<file path="src/rtl/par_ser_pkg.sv">
// Shared types and helpers for the parallel/serial link: FSM states,
// bit-counter sizing and frame-length arithmetic.
package par_ser_pkg;

    typedef enum logic [0:0] {
        IDLE  = 1'b0,
        SHIFT = 1'b1
    } state_t;

    function automatic int bitcnt_width(input int data_w);
        return (data_w > 2) ? $clog2(data_w) : 1;
    endfunction

    function automatic int frame_cycles(input int data_w, input int div);
        return data_w * 2 * div;
    endfunction

    localparam int DEF_DATA_W = 8;
    localparam int BITCNT_W   = bitcnt_width(DEF_DATA_W);

endpackage

</file>
<file path="src/rtl/ser_clk_gen.sv">
// Bit-clock generator: divides CLK_IN by 2*DIV while enabled and flags the
// edge on which SER_CLK is about to rise or fall.
module ser_clk_gen
    import par_ser_pkg::*;
#(
    parameter int DIV = 1
) (
    input  logic CLK_IN,
    input  logic RST,
    input  logic en,
    output logic ser_clk,
    output logic rise_tick,
    output logic fall_tick
);

    localparam int PH_W = (DIV > 1) ? $clog2(DIV) : 1;

    logic [PH_W-1:0] phase;
    logic            toggle;

    assign toggle    = en && (phase == PH_W'(DIV - 1));
    assign rise_tick = toggle && !ser_clk;
    assign fall_tick = toggle && ser_clk;

    // Disabling parks the divider so every frame starts from phase 0, SER_CLK low.
    always_ff @(posedge CLK_IN) begin
        // NOTE: state registers use non-blocking assignments so every flop samples pre-edge values.
        if (RST || !en) begin
            phase   <= '0;
            ser_clk <= 1'b0;
        end else if (toggle) begin
            phase   <= '0;
            ser_clk <= ~ser_clk;
        end else begin
            phase   <= phase + PH_W'(1);
        end
    end

endmodule

</file>
<file path="src/rtl/par_to_ser_tx.sv">
// Parallel-to-serial transmitter: accepts a word on LOAD/READY and shifts it
// out on SER_OUT, qualified by FRAME and clocked out on SER_CLK.
module par_to_ser_tx
    import par_ser_pkg::*;
#(
    parameter int DATA_W    = DEF_DATA_W,
    parameter int DIV       = 1,
    parameter int MSB_FIRST = 1
) (
    input  logic              CLK_IN,
    input  logic              RST,
    input  logic [DATA_W-1:0] DIN,
    input  logic              LOAD,
    output logic              READY,
    output logic              SER_OUT,
    output logic              SER_CLK,
    output logic              FRAME,
    output logic              DONE
);

    localparam int CNT_W = bitcnt_width(DATA_W);

    state_t            state, state_nxt;
    logic [DATA_W-1:0] shreg, shreg_nxt, shreg_adv;
    logic [CNT_W-1:0]  bitcnt, bitcnt_nxt;
    logic              ser_out_q, ser_out_nxt;
    logic              frame_q, frame_nxt;
    logic              ready_q, ready_nxt;
    logic              done_q, done_nxt;
    logic              fall_tick;
    logic              unused_rise_tick;  // data only moves on falling ticks

    ser_clk_gen #(
        .DIV       (DIV)
    ) u_ser_clk_gen (
        .CLK_IN    (CLK_IN),
        .RST       (RST),
        .en        (state == SHIFT),
        .ser_clk   (SER_CLK),
        .rise_tick (unused_rise_tick),
        .fall_tick (fall_tick)
    );

    // The bit on SER_OUT is always the leading end of the shift register.
    assign shreg_adv = (MSB_FIRST != 0) ? {shreg[DATA_W-2:0], 1'b0}
                                        : {1'b0, shreg[DATA_W-1:1]};

    always_comb begin
        // NOTE: every output of this block gets a default first, so no path can infer a latch.
        state_nxt   = state;
        shreg_nxt   = shreg;
        bitcnt_nxt  = bitcnt;
        ser_out_nxt = ser_out_q;
        frame_nxt   = frame_q;
        ready_nxt   = ready_q;
        done_nxt    = 1'b0;

        case (state)
            IDLE: begin
                if (LOAD && ready_q) begin
                    state_nxt   = SHIFT;
                    shreg_nxt   = DIN;
                    bitcnt_nxt  = '0;
                    ser_out_nxt = (MSB_FIRST != 0) ? DIN[DATA_W-1] : DIN[0];
                    frame_nxt   = 1'b1;
                    ready_nxt   = 1'b0;
                end
            end
            SHIFT: begin
                if (fall_tick) begin
                    if (bitcnt == CNT_W'(DATA_W - 1)) begin
                        state_nxt   = IDLE;
                        ser_out_nxt = 1'b0;
                        frame_nxt   = 1'b0;
                        ready_nxt   = 1'b1;
                        done_nxt    = 1'b1;
                    end else begin
                        bitcnt_nxt  = bitcnt + CNT_W'(1);
                        shreg_nxt   = shreg_adv;
                        ser_out_nxt = (MSB_FIRST != 0) ? shreg_adv[DATA_W-1] : shreg_adv[0];
                    end
                end
            end
            default: state_nxt = IDLE;
        endcase
    end

    always_ff @(posedge CLK_IN) begin
        if (RST) begin
            state     <= IDLE;
            shreg     <= '0;
            bitcnt    <= '0;
            ser_out_q <= 1'b0;
            frame_q   <= 1'b0;
            ready_q   <= 1'b1;
            done_q    <= 1'b0;
        end else begin
            state     <= state_nxt;
            shreg     <= shreg_nxt;
            bitcnt    <= bitcnt_nxt;
            ser_out_q <= ser_out_nxt;
            frame_q   <= frame_nxt;
            ready_q   <= ready_nxt;
            done_q    <= done_nxt;
        end
    end

    assign READY   = ready_q;
    assign SER_OUT = ser_out_q;
    assign FRAME   = frame_q;
    assign DONE    = done_q;

endmodule

</file>
<file path="config.mk">
export PLATFORM = sky130hd
export DESIGN_NAME = par_to_ser_tx
export DESIGN_NICKNAME = d
export VERILOG_FILES = /design/src/rtl/par_ser_pkg.sv /design/src/rtl/ser_clk_gen.sv /design/src/rtl/par_to_ser_tx.sv
export SDC_FILE = /design/constraint.sdc
export NUM_CORES = 1
export LEC_CHECK = 0
export BUFFER_PORTS_ARGS = -buffer_cell sky130_fd_sc_hd__buf_2
export CORE_MARGIN = 10
export CORE_UTILIZATION = 40
export DETAILED_ROUTE_END_ITERATION = 16
export GPL_ROUTABILITY_DRIVEN = 0
export GPL_TIMING_DRIVEN = 0
export SLEW_MARGIN = 15
export SYNTH_ARGS = -nofsm -noshare
export SYNTH_HDL_FRONTEND = slang
export SYNTH_SLANG_ARGS = --single-unit
</file>
<file path="constraint.sdc">
create_clock -name CLK_IN -period 2.55 [get_ports CLK_IN]
set_clock_uncertainty 0.2 [all_clocks]
set_input_delay 0.255 -clock CLK_IN [delete_from_list [all_inputs] [get_ports CLK_IN]]
set_output_delay 0.255 -clock CLK_IN [all_outputs]
set_load 0.005 [all_outputs]
</file>
# [Yosys cells after proc, flatten, opt, wreduce, memory -nomap -nowiden]
# Cells that the tools add are included.
[word_totals] regBits=17 inputBits=11 output_inout_bits=5 word_cells=55
[classes] addsub=2 n_eq_ne=5 mux=25 bitwise=4 reduce_logical=10
[ops] op="$mux 7" count=3
[ops] op="$pmux 7 s2" count=1
[ops] op="$mux 1" count=13
[ops] op="$mux 3" count=3
[ops] op="$pmux 1 s2" count=4
[ops] op="$pmux 3 s2" count=1
[ops] op="$reduce_and 3->1" count=2
[ops] op="$ne 2x1->1 const B" count=2
[ops] op="$ne 2x2->1 const B" count=2
[ops] op="$not 1->1" count=4
[ops] op="$add 3x1->3 const B" count=1
[ops] op="$eq 3x3->1 const B" count=1
[ops] op="$logic_and 1x1->1" count=3
[ops] op="$reduce_or 3->1" count=1
[ops] op="$reduce_and 2->1" count=1
[ops] op="$reduce_or 2->1" count=1
[ops] op="$add 1x1->1 const B" count=1
[ops] op="$logic_not 1->1" count=1
[ops] op="$logic_or 1x1->1" count=1

# [Logic depth before layout (Yosys ltp)]
# Gate-level depths: netlist of the first run.
[logic_depth] ltp_word=5 ltp_mapped=6 ltp_nobuf=5

# [Cells and area by module]
# A second synthesis of the first run with hierarchy kept.
[hier_totals] hier_cells=89 area_unflattened_um2=839.6
[by_module_without_submodules] module="par_to_ser_tx" n_inst=1 cells_per_inst=82 area_per_inst_um2=757.0 seq_area_each_um2=300.3
[by_module_without_submodules] module="ser_clk_gen" n_inst=1 cells_per_inst=7 area_per_inst_um2=82.6 seq_area_each_um2=40.0

# [Least setup slack after synthesis of the first run]
# OpenSTA, ideal clock, no wires.
[synth_timing] kind="reg-to-reg" start="reg bitcnt[0]" end="reg shreg[3]" setup_time_ns=0.131 arrival_time_ns=1.350 required_time_ns=2.219 setup_slack_ns=0.870 stages_incl_launch_ff=7 n_path_buf=1 period_less_slack_ns=1.680 path_cell_list="dfxtp_1 > ha_1 > ha_1 > nand4bb_1 > buf_4 > a221oi_2 > nor3_2"
[synth_between] elab_chain_cells=3
[synth_rtl] element="start: declaration" line_no="par_to_ser_tx.sv:25" source="logic [CNT_W-1:0] bitcnt, bitcnt_nxt;"
[synth_rtl] element="start signal: assignment" line_no="par_to_ser_tx.sv:100" source="bitcnt <= bitcnt_nxt;"
[synth_rtl] element="$eq 3x3->1" line_no="par_to_ser_tx.sv:71" source="if (bitcnt == CNT_W'(DATA_W - 1)) begin"
[synth_rtl] element="$ne 2x2->1 (no line)"
[synth_rtl] element="$reduce_and 3->1 (no line)"
[synth_rtl] element="end signal: assignment" line_no="par_to_ser_tx.sv:99" source="shreg <= shreg_nxt;"
[synth_rtl] element="end: declaration" line_no="par_to_ser_tx.sv:24" source="logic [DATA_W-1:0] shreg, shreg_nxt, shreg_adv;"
# No other way between the ends.
# A chain may end at the register's enable or synchronous reset.

# [Worst setup path in the final report of the first run]
# Ends and elaborated chain as after synthesis.

==> results of run 1 <==
-- flip-flops by register name, indices dropped and copies added (netlist names) --
signal and flops:
DONE 1, FRAME 1, READY 1, SER_OUT 1, bitcnt 3, shreg 7
state 1, u_ser_clk_gen.phase 1, u_ser_clk_gen.ser_clk 1
-- layout make-up --
class	instances	area, sq um	share of cell area (%)
sequential	17	340	33.1
multi-input combinational	61	499	48.5
tap	28	35.0	3.41
buffer	6	52.6	5.11
clock buffer	4	26.3	2.55
timing repair buffer	15	75.1	7.30
-- metrics by stage --
step                      util (%)  area (sq um)  instances  setup WS (ns)
after floorplan                  -           892         84          0.870
after global placement        46.2          1000        127          0.748
after detailed placement      46.2          1000        127          0.730
after CTS                     47.4          1030        131          0.711
after global routing          47.4          1030        131          0.638
final                         47.4          1030        131          0.738
-- layout by cell type, fill, tap and decap left out, drive strengths merged, types with 2 or more instances in the layout --
cell type,Yosys,final
dfxtp,17,17
buf,5,20
and3b,2,2
nand2b,2,2
nor2b,5,5
a221oi,6,6
and2b,2,2
nand3,6,6
nor3,14,14
clkbuf,1,5
ha,3,3
nor2,2,2
a21oi,7,7
nand3b,2,2
-- critical path: cells and delay by family, from the launching register on --
family / cells / cell delay (ns)
adder cells (fa/ha/maj): 2 / 0.45
flip-flops: 1 / 0.34
AND/OR/NAND/NOR: 2 / 0.24
buffers and inverters: 1 / 0.20
AO/OA/AOI/OAI: 1 / 0.26
-- metal layers --
metal,track usage (%),up-vias,wire length (um)
met2,14.3,8,895
li1,-,350,-
met3,2.31,4,56
met4,3.85,0,25
met5,0,-,0
met1,11.1,307,890
-- worst min path at each step --
stage,to,depth (start not counted)
floorplan,shreg[1],1
CTS,shreg[0],3
global route,shreg[0],3
finish,shreg[0],3
detailed placement,bitcnt[1],2
global placement,bitcnt[1],2
-- where the power goes --
group | leakage (nW) | total (W) | switching, W | internal, W
Combinational | 0.266 | 0.000108 | 0.0000532 | 0.0000546
Sequential | 0.140 | 0.000300 | 0.0000160 | 0.000284
Clock | 0.0150 | 0.000152 | 0.0000909 | 0.0000608
Total | 0.421 | 0.000559 | 0.000160 | 0.000399
-- kinds of logic (layout without fill, tap and decap cells) --
| group | after synthesis | after routing | share of synthesized area, % |
|---|---|---|---|
| XOR/XNOR | 1 | 1 | 0.982 |
| other | 1 | 1 | 0.420 |
| flip-flops | 17 | 17 | 38.1 |
| adder cells (fa/ha/maj) | 3 | 3 | 4.21 |
| AO/OA/AOI/OAI | 15 | 15 | 16.1 |
| buffers and inverters | 6 | 25 | 5.89 |
| AND/OR/NAND/NOR | 41 | 41 | 34.2 |
==> flow_metrics.tcl, run 1 <==
set metrics [dict create \
    antenna_found_initial 0 \
    r2r_cells 6 \
    status "finished clean" \
    critPathLaunch "bitcnt[0]" \
    peakVddDrop_v 0.000290 \
    synthToLayoutAreaGrowth_pct 15.3 \
    rows 17 \
    worst_r2r_endpoint "shreg[3]" \
    fp.dieH_um 67.2 \
    layout.nets 118 \
    slew_viol_final 0 \
    post_cts_buffers 0 \
    synth.area.top_cells "dfxtp_1 (38%), a221oi_2 (10%), nor3_2 (9.0%), ha_1 (4.2%), a21oi_1 (3.9%)" \
    drc 0 \
    crit_chain "ha_1, ha_1, nand4bb_1, buf_4, a221oi_2, nor3_2" \
    crit_type "register to register" \
    crit_path_top_delay_cell "dfxtp_1" \
    die_w_um 67.2 \
    clock_latency_ns 0.29 \
    finalCriticalPeriod_ns 1.81 \
    grt_max_degree 11 \
    slowest_delay_ns 0.34 \
    end_kind "register" \
    cts_tree "built" \
    critPathMaxFanout 10 \
    hpwl_um 1320 \
    synth_top_area_share_pct 38.1 \
    die_area_sq_um 4520 \
    power_density_nw_per_um2 544 \
    hold_buffers 0 \
    netlist_area_sq_um 892 \
    slew-limit-headroom_pct 66.0 \
    post_cts_resized 0 \
    final_layout_size_suffix_gt1_share_pct 36.9 \
    hold_viol_final 0 \
    synthTopCellsByCount "dfxtp_1 (17), nor3_2 (8), a21oi_1 (7)" \
    fmax_ghz 0.552 \
    yosysMostFrequentCell "dfxtp_1" \
    h-tree-depth 1 \
    finalWirelength_um 1870 \
    io_buffers 15 \
    tightest_slew_ns 0.510 \
    synth_seq_cells 17 \
    avgViaCountPerCell 5.11 \
    hold_slack_ns 0.0185 \
    first_global_vias 690 \
    crit_end "shreg[3]" \
    grt_util_all_layers_pct 8.94 \
    power.total_w 0.000559 \
    wl_per_cell_um 14.3 \
    filler_cell_count 232 \
    syn_inst 84 \
    cts.sinks 17 \
    synth_nets 98 \
    start_util_pct 41.1 \
    yosys_most_used_dff "dfxtp_1" \
    timing.max_cap.violations 0 \
    synth_edf_count 0 \
    cp.arrival_ns 1.79 \
    ys_seq_area_share_pct 38.1 \
    cts.clk_slew.worst_paths_ns 0.11 \
    num_vias 669 \
    min_from "DIN[0]" \
    crit_top_cell "ha_1" \
    synth-async-reset-ratio_pct 0 \
    grt_pass1_wl_um 3190 \
    final.setup.tns_ns 0 \
    min_path_type "input port to register" \
    core-area_sq_um 2170 \
    synth.largest_area_cell "dfxtp_1" \
    reg2reg_setup_slack_ns 0.74 \
    rsz0062_at_grt "no" \
    finalCritPeriodShare_pct 71.0 \
    firstDrtPassIters 4 \
    setup_viol 0 \
    antenna_cells 0 \
    clockRootBuffer "clkbuf_4" \
    start_kind "register" \
    required_ns 2.53 \
    ant_nets 0 \
    grt_remaining_overflow 0 \
    drt-initial-drc-count 21 \
    synthDistinctLibCells 27 \
    p_leak_nw 0.421 \
    ys_warn_count 0 \
    ioPinCount 16 \
    cts_buffer_depth 2 \
    r2r-start "bitcnt[0]" \
    numCtsBuffers 3 \
    avgSynthCellArea_sq_um 10.6 \
]
Note: power is estimated with default switching activity, not from simulation.
==> run 2, diff against run 1 <==
Clock period 2.55 ns to 1.6 ns, I/O delays scaled along.
==> run 2 against run 1 <==
The run now ends with negative setup slack left; sequential cell count is the same; power rose by 62%; sequential share of layout area is 3.2 points lower; first-iteration DRC count fell by 67%; critical path type unchanged; die area is the same; hold slack got worse by 0.0051 ns; combinational power up 68%; critical path depth unchanged; non-clock buffer count is 8 higher; final cell count up 6.1%; clock power up 60%; utilization rose by 5.5 points.
==> flow_metrics.tcl, run 2 (synthesis gave the netlist of run 1 again) <==
set metrics [dict create \
    synthToLayoutAreaGrowth_pct 28.6 \
    regMostFlops "shreg" \
    ioPinCount 16 \
    clock_latency_ns 0.30 \
    clockRootBuffer "clkbuf_4" \
    layout.nets 126 \
    slowest_delay_ns 0.35 \
    grt_max_degree 11 \
    finalCritPeriodShare_pct 103 \
    setup_ws_ns -0.0459 \
    top_regs "shreg x7, bitcnt x3" \
    firstDrtPassIters 4 \
    end_kind "register" \
    finalNonFillerCells 139 \
    grt_pass1_wl_um 3480 \
    largest_reg_flops 7 \
    numCtsBuffers 3 \
    cp.arrival_ns 1.62 \
    violations "negative setup slack" \
    rsz0062_at_grt "yes" \
    peakVddDrop_v 0.000538 \
    p_leak_nw 0.459 \
    crit_family "flip-flops" \
    fmax_ghz 0.608 \
    hold_viol_final 0 \
    finalCriticalPeriod_ns 1.65 \
    core-area_sq_um 2170 \
    grt_remaining_overflow 0 \
    dpl.cell_count 127 \
    timing.max_cap.violations 0 \
    required_ns 1.57 \
    slew_viol_final 0 \
    critPathMaxFanout 5 \
    drc 0 \
    setup_viol 8 \
    drt-initial-drc-count 7 \
    h-tree-depth 1 \
    grt_util_all_layers_pct 9.98 \
    fp.dieH_um 67.2 \
    wl_per_cell_um 15.1 \
    cts_tree "built" \
    slew-limit-headroom_pct 64.8 \
    final_layout_size_suffix_gt1_share_pct 45.0 \
    min_path_type "input port to register" \
    crit_path_top_delay_cell "dfxtp_2" \
    pre_cts_ws_ns -0.0961 \
    die_area_sq_um 4520 \
    first_global_vias 732 \
    status "finished, violations left" \
    final_common_cell "buf_2" \
    avgViaCountPerCell 5.19 \
    crit_chain "ha_4, ha_4, nand4bb_4, buf_6, a221oi_2, nor3_1" \
    antenna_cells 0 \
    finalWirelength_um 2090 \
    power_density_nw_per_um2 789 \
    crit_type "register to register" \
    final_cell_mix "buf_2 (16), dfxtp_1 (15), nor3_2 (8)" \
    crit_top_cell "ha_4" \
    cts.sinks 17 \
    ant_nets 0 \
    antenna_found_initial 0 \
    hpwl_um 1400 \
    rows 17 \
    num_vias 722 \
    cp_num_buf_inv 1 \
    start_kind "register" \
    cts.clk_slew.worst_paths_ns 0.10 \
    tightest_slew_ns 0.528 \
    filler_cell_count 227 \
    die_w_um 67.2 \
    io_buffers 15 \
    cts_buffer_depth 2 \
    start_util_pct 41.1 \
]
run 2: final cells by class:
cell class	count	area (sq um)	share of cell area (%)
Clock buffer	4	26.3	2.29
Timing Repair Buffer	23	141	12.3
Multi-Input combinational cell	61	546	47.5
Buffer	6	56.3	4.91
Sequential cell	17	343	29.9
Tap cell	28	35.0	3.05
run 2: path summary, 6_finish.rpt:
check	from	endpoint	slack, ns	cells after the start
max	bitcnt[0]	shreg[4]	-0.05	6
min	DIN[7]	SER_OUT	0.01	4
max reg2reg	bitcnt[0]	shreg[4]	-0.05	6
min reg2reg	FRAME	FRAME	0.29	2
run 2: power breakdown:
| part | internal (W) | switching [W] |
|---|---|---|
| Combinational | 0.0000929 | 0.0000880 |
| Sequential | 0.000453 | 0.0000282 |
| Clock | 0.0000973 | 0.000146 |
| Total | 0.000643 | 0.000262 |
run 2: per-stage QoR:
stage | power, W | utilization [%] | TNS, ns | hold WS [ns] | area (sq um)
floorplan | 0.000614 | - | 0 | 0.0297 | 901
global placement | 0.000660 | 46.6 | -0.342 | 0.232 | 1010
detailed placement | 0.000664 | 46.6 | -0.496 | 0.246 | 1010
CTS | 0.000909 | 51.4 | -0.185 | -0.0592 | 1120
global route | 0.000950 | 52.9 | -0.687 | 0.0618 | 1150
finish | 0.000905 | 52.9 | -0.241 | 0.0134 | 1150
run 2: worst reg2reg max path, delay by kind of cell, from the launching register on:
| family | cells | cell delay (ns) |
|---|---|---|
| AOI/OAI and AO/OA | 1 | 0.20 |
| adders and majority gates | 2 | 0.33 |
| buffers and inverters | 1 | 0.16 |
| DFF | 1 | 0.35 |
| and+or+nand+nor | 2 | 0.27 |
run 2: repair_timing:
action | 4_1_cts | 5_1_grt
buffers inserted | 3 | 1
gates cloned | 1 | 1
hold buffers | 1 | 1
hold endpoints to repair | 6 | 5
gates resized for setup | 6 | 2
pin swaps | 3 | 3
setup endpoints to repair | 9 | 9
run 2: layer usage:
metal / track usage, % / vias to the layer above / part of all wire [%]
met2: 16.1 / 8 / 49
met5: 0 / - / 0
met1: 12.1 / 345 / 46
met4: 4.62 / 0 / 1.7
li1: - / 365 / -
met3: 2.64 / 4 / 2.7
==> run 3, diff against run 2 <==
Settings changed: SYNTH_HIERARCHICAL from default to 1.
==> run 3 against run 2 <==
The flow now finishes without violations; utilization increased by 4.8 points; largest cell class unchanged; first-iteration DRC count rose by 57%; final cell count grew 2.9%; register-to-register slack better by 0.05 ns; largest power group unchanged; critical path type unchanged.
==> flow_metrics.tcl, run 3 <==
set metrics [dict create \
    grt_util_all_layers_pct 9.72 \
    p_leak_nw 0.493 \
    min_path_type "input port to register" \
    layout.nets 130 \
    slew_viol_final 0 \
    start_kind "register" \
    rsz0062_at_grt "yes" \
    crit_type "register to register" \
    drt-initial-drc-count 11 \
    final_cell_mix "buf_2 (16), dfxtp_1 (13), buf_4 (9)" \
    ys_warn_count 6 \
    drc 0 \
    fp.dieH_um 65.6 \
    clockRootBuffer "clkbuf_4" \
    antenna_found_initial 0 \
    cts_buffer_depth 2 \
    synth_nets 101 \
    synthToLayoutAreaGrowth_pct 35.9 \
    ant_nets 0 \
    netlist_area_sq_um 832 \
    syn_inst 88 \
    top_regs "shreg x7, bitcnt x3" \
    final_util_pct 57.7 \
    h-tree-depth 1 \
    crit_chain "ha_4, ha_4, nand3b_4, a221oi_2, nor3_1" \
    clock_latency_ns 0.30 \
    critPathMaxFanout 8 \
    regMostFlops "shreg" \
    hold_viol_final 0 \
    final.setup.tns_ns 0 \
    die_area_sq_um 4300 \
    fmax_ghz 0.628 \
    io_buffers 15 \
    grt_pass1_wl_um 3400 \
    avgViaCountPerCell 5.22 \
    ioPinCount 16 \
    first_global_vias 774 \
    power_density_nw_per_um2 793 \
    placed_area_sq_um 943 \
    slowest_delay_ns 0.35 \
    required_ns 1.58 \
    crit_top_cell "ha_4" \
    firstDrtPassIters 4 \
    final_common_cell "buf_2" \
    largest_reg_flops 7 \
    cp.arrival_ns 1.57 \
    core-area_sq_um 1960 \
    setup_viol 0 \
    timing.max_cap.violations 0 \
    die_w_um 65.6 \
    power.total_w 0.000897 \
    dpl.cell_count 130 \
    finalWirelength_um 2060 \
    grt_max_degree 11 \
    cts_tree "built" \
    avgSynthCellArea_sq_um 9.46 \
    hold_depth 3 \
    filler_cell_count 199 \
    rows 16 \
    cts.sinks 17 \
    status "finished clean" \
    end_kind "register" \
    start_util_pct 42.4 \
    final_layout_size_suffix_gt1_share_pct 47.4 \
    finalNonFillerCells 143 \
    numCtsBuffers 3 \
    crit_path_top_delay_cell "dfxtp_2" \
    hpwl_um 1320 \
    num_vias 747 \
    final_cell_area_sq_um 1130 \
    grt_remaining_overflow 0 \
    finalCritPeriodShare_pct 99.5 \
    r2r_cells 5 \
    cts.clk_slew.worst_paths_ns 0.11 \
    peakVddDrop_v 0.000476 \
    wl_per_cell_um 14.4 \
    antenna_cells 0 \
    finalCriticalPeriod_ns 1.59 \
]
==> run 3: cell count changes in the layout (fill, tap and decap cells not counted), moves of 2 or more <==
cell      previous run  this run
a31oi_1              0         2
and2b_1              2         5
and3b_2              0         2
buf_4                5         9
buf_6                5         3
dfxtp_1             15        13
nand2_1              1         7
nand2b_1             2         0
nor2b_1              5         1
nor3_1               6         8
nor3_2               8         4
==> run 3: worst max-delay path: cells and delay by family, from the launching register on <==
family | cells | cell delay (ns)
AO/OA/AOI/OAI | 1 | 0.28
AND/OR/NAND/NOR | 2 | 0.30
adder cells (fa/ha/maj) | 2 | 0.33
flip-flops | 1 | 0.35
==> run 3: metrics by stage <==
stage	setup slack (ns)	hold WS, ns
2_1_floorplan	0.0359	0.0262
3_5_place_dp	-0.117	0.213
4_1_cts	0.0240	0.0324
6_report	0.00779	0.0391
3_3_place_gp	-0.0852	0.215
5_1_grt	-0.0661	0.0462
==> run 3: power by group <==
part	internal, W	leakage (nW)	switching [W]
combinational	0.0000934	0.334	0.0000877
sequential	0.000452	0.142	0.0000247
clock	0.0000930	0.0177	0.000146
total	0.000639	0.493	0.000258
==> run 3: path summary, 6_finish.rpt <==
path / from / to / slack, ns
min reg2reg: shreg[0] / shreg[0] / 0.29
min: DIN[7] / SER_OUT / 0.04
max: bitcnt[0] / shreg[4] / 0.008
max reg2reg: bitcnt[0] / shreg[4] / 0.008
==> run 3: cell type report <==
type                            instances  area (sq um)  share of cell area [%]
Timing Repair Buffer                   24           148                    13.1
Buffer                                  7          57.6                    5.09
Tap cell                               27          33.8                    2.99
Sequential cell                        17           348                    30.8
Clock inverter                          1          5.00                   0.442
Multi-Input combinational cell         63           513                    45.4
Inverter                                1          3.75                   0.332
Clock buffer                            3          22.5                    1.99
==> run 3: per-layer routing <==
metal  vias to the layer above  track usage, %  share of wire, %  wire length [um]
met5                         -               0                 0                 0
met3                         4            1.36               2.0                42
met1                       356            11.2                47               960
met4                         0            5.61               1.9                40
met2                        10            16.7                49              1020
li1                        377               -                 -                 -
==> run 3: repair_timing <==
action                                 CTS  global route
gates resized for setup                 10             9
setup buffers                            4             3
setup endpoints to repair                8             9
endpoints found under the hold margin    7             0
hold buffers                             2             0
pin swaps                                4             5
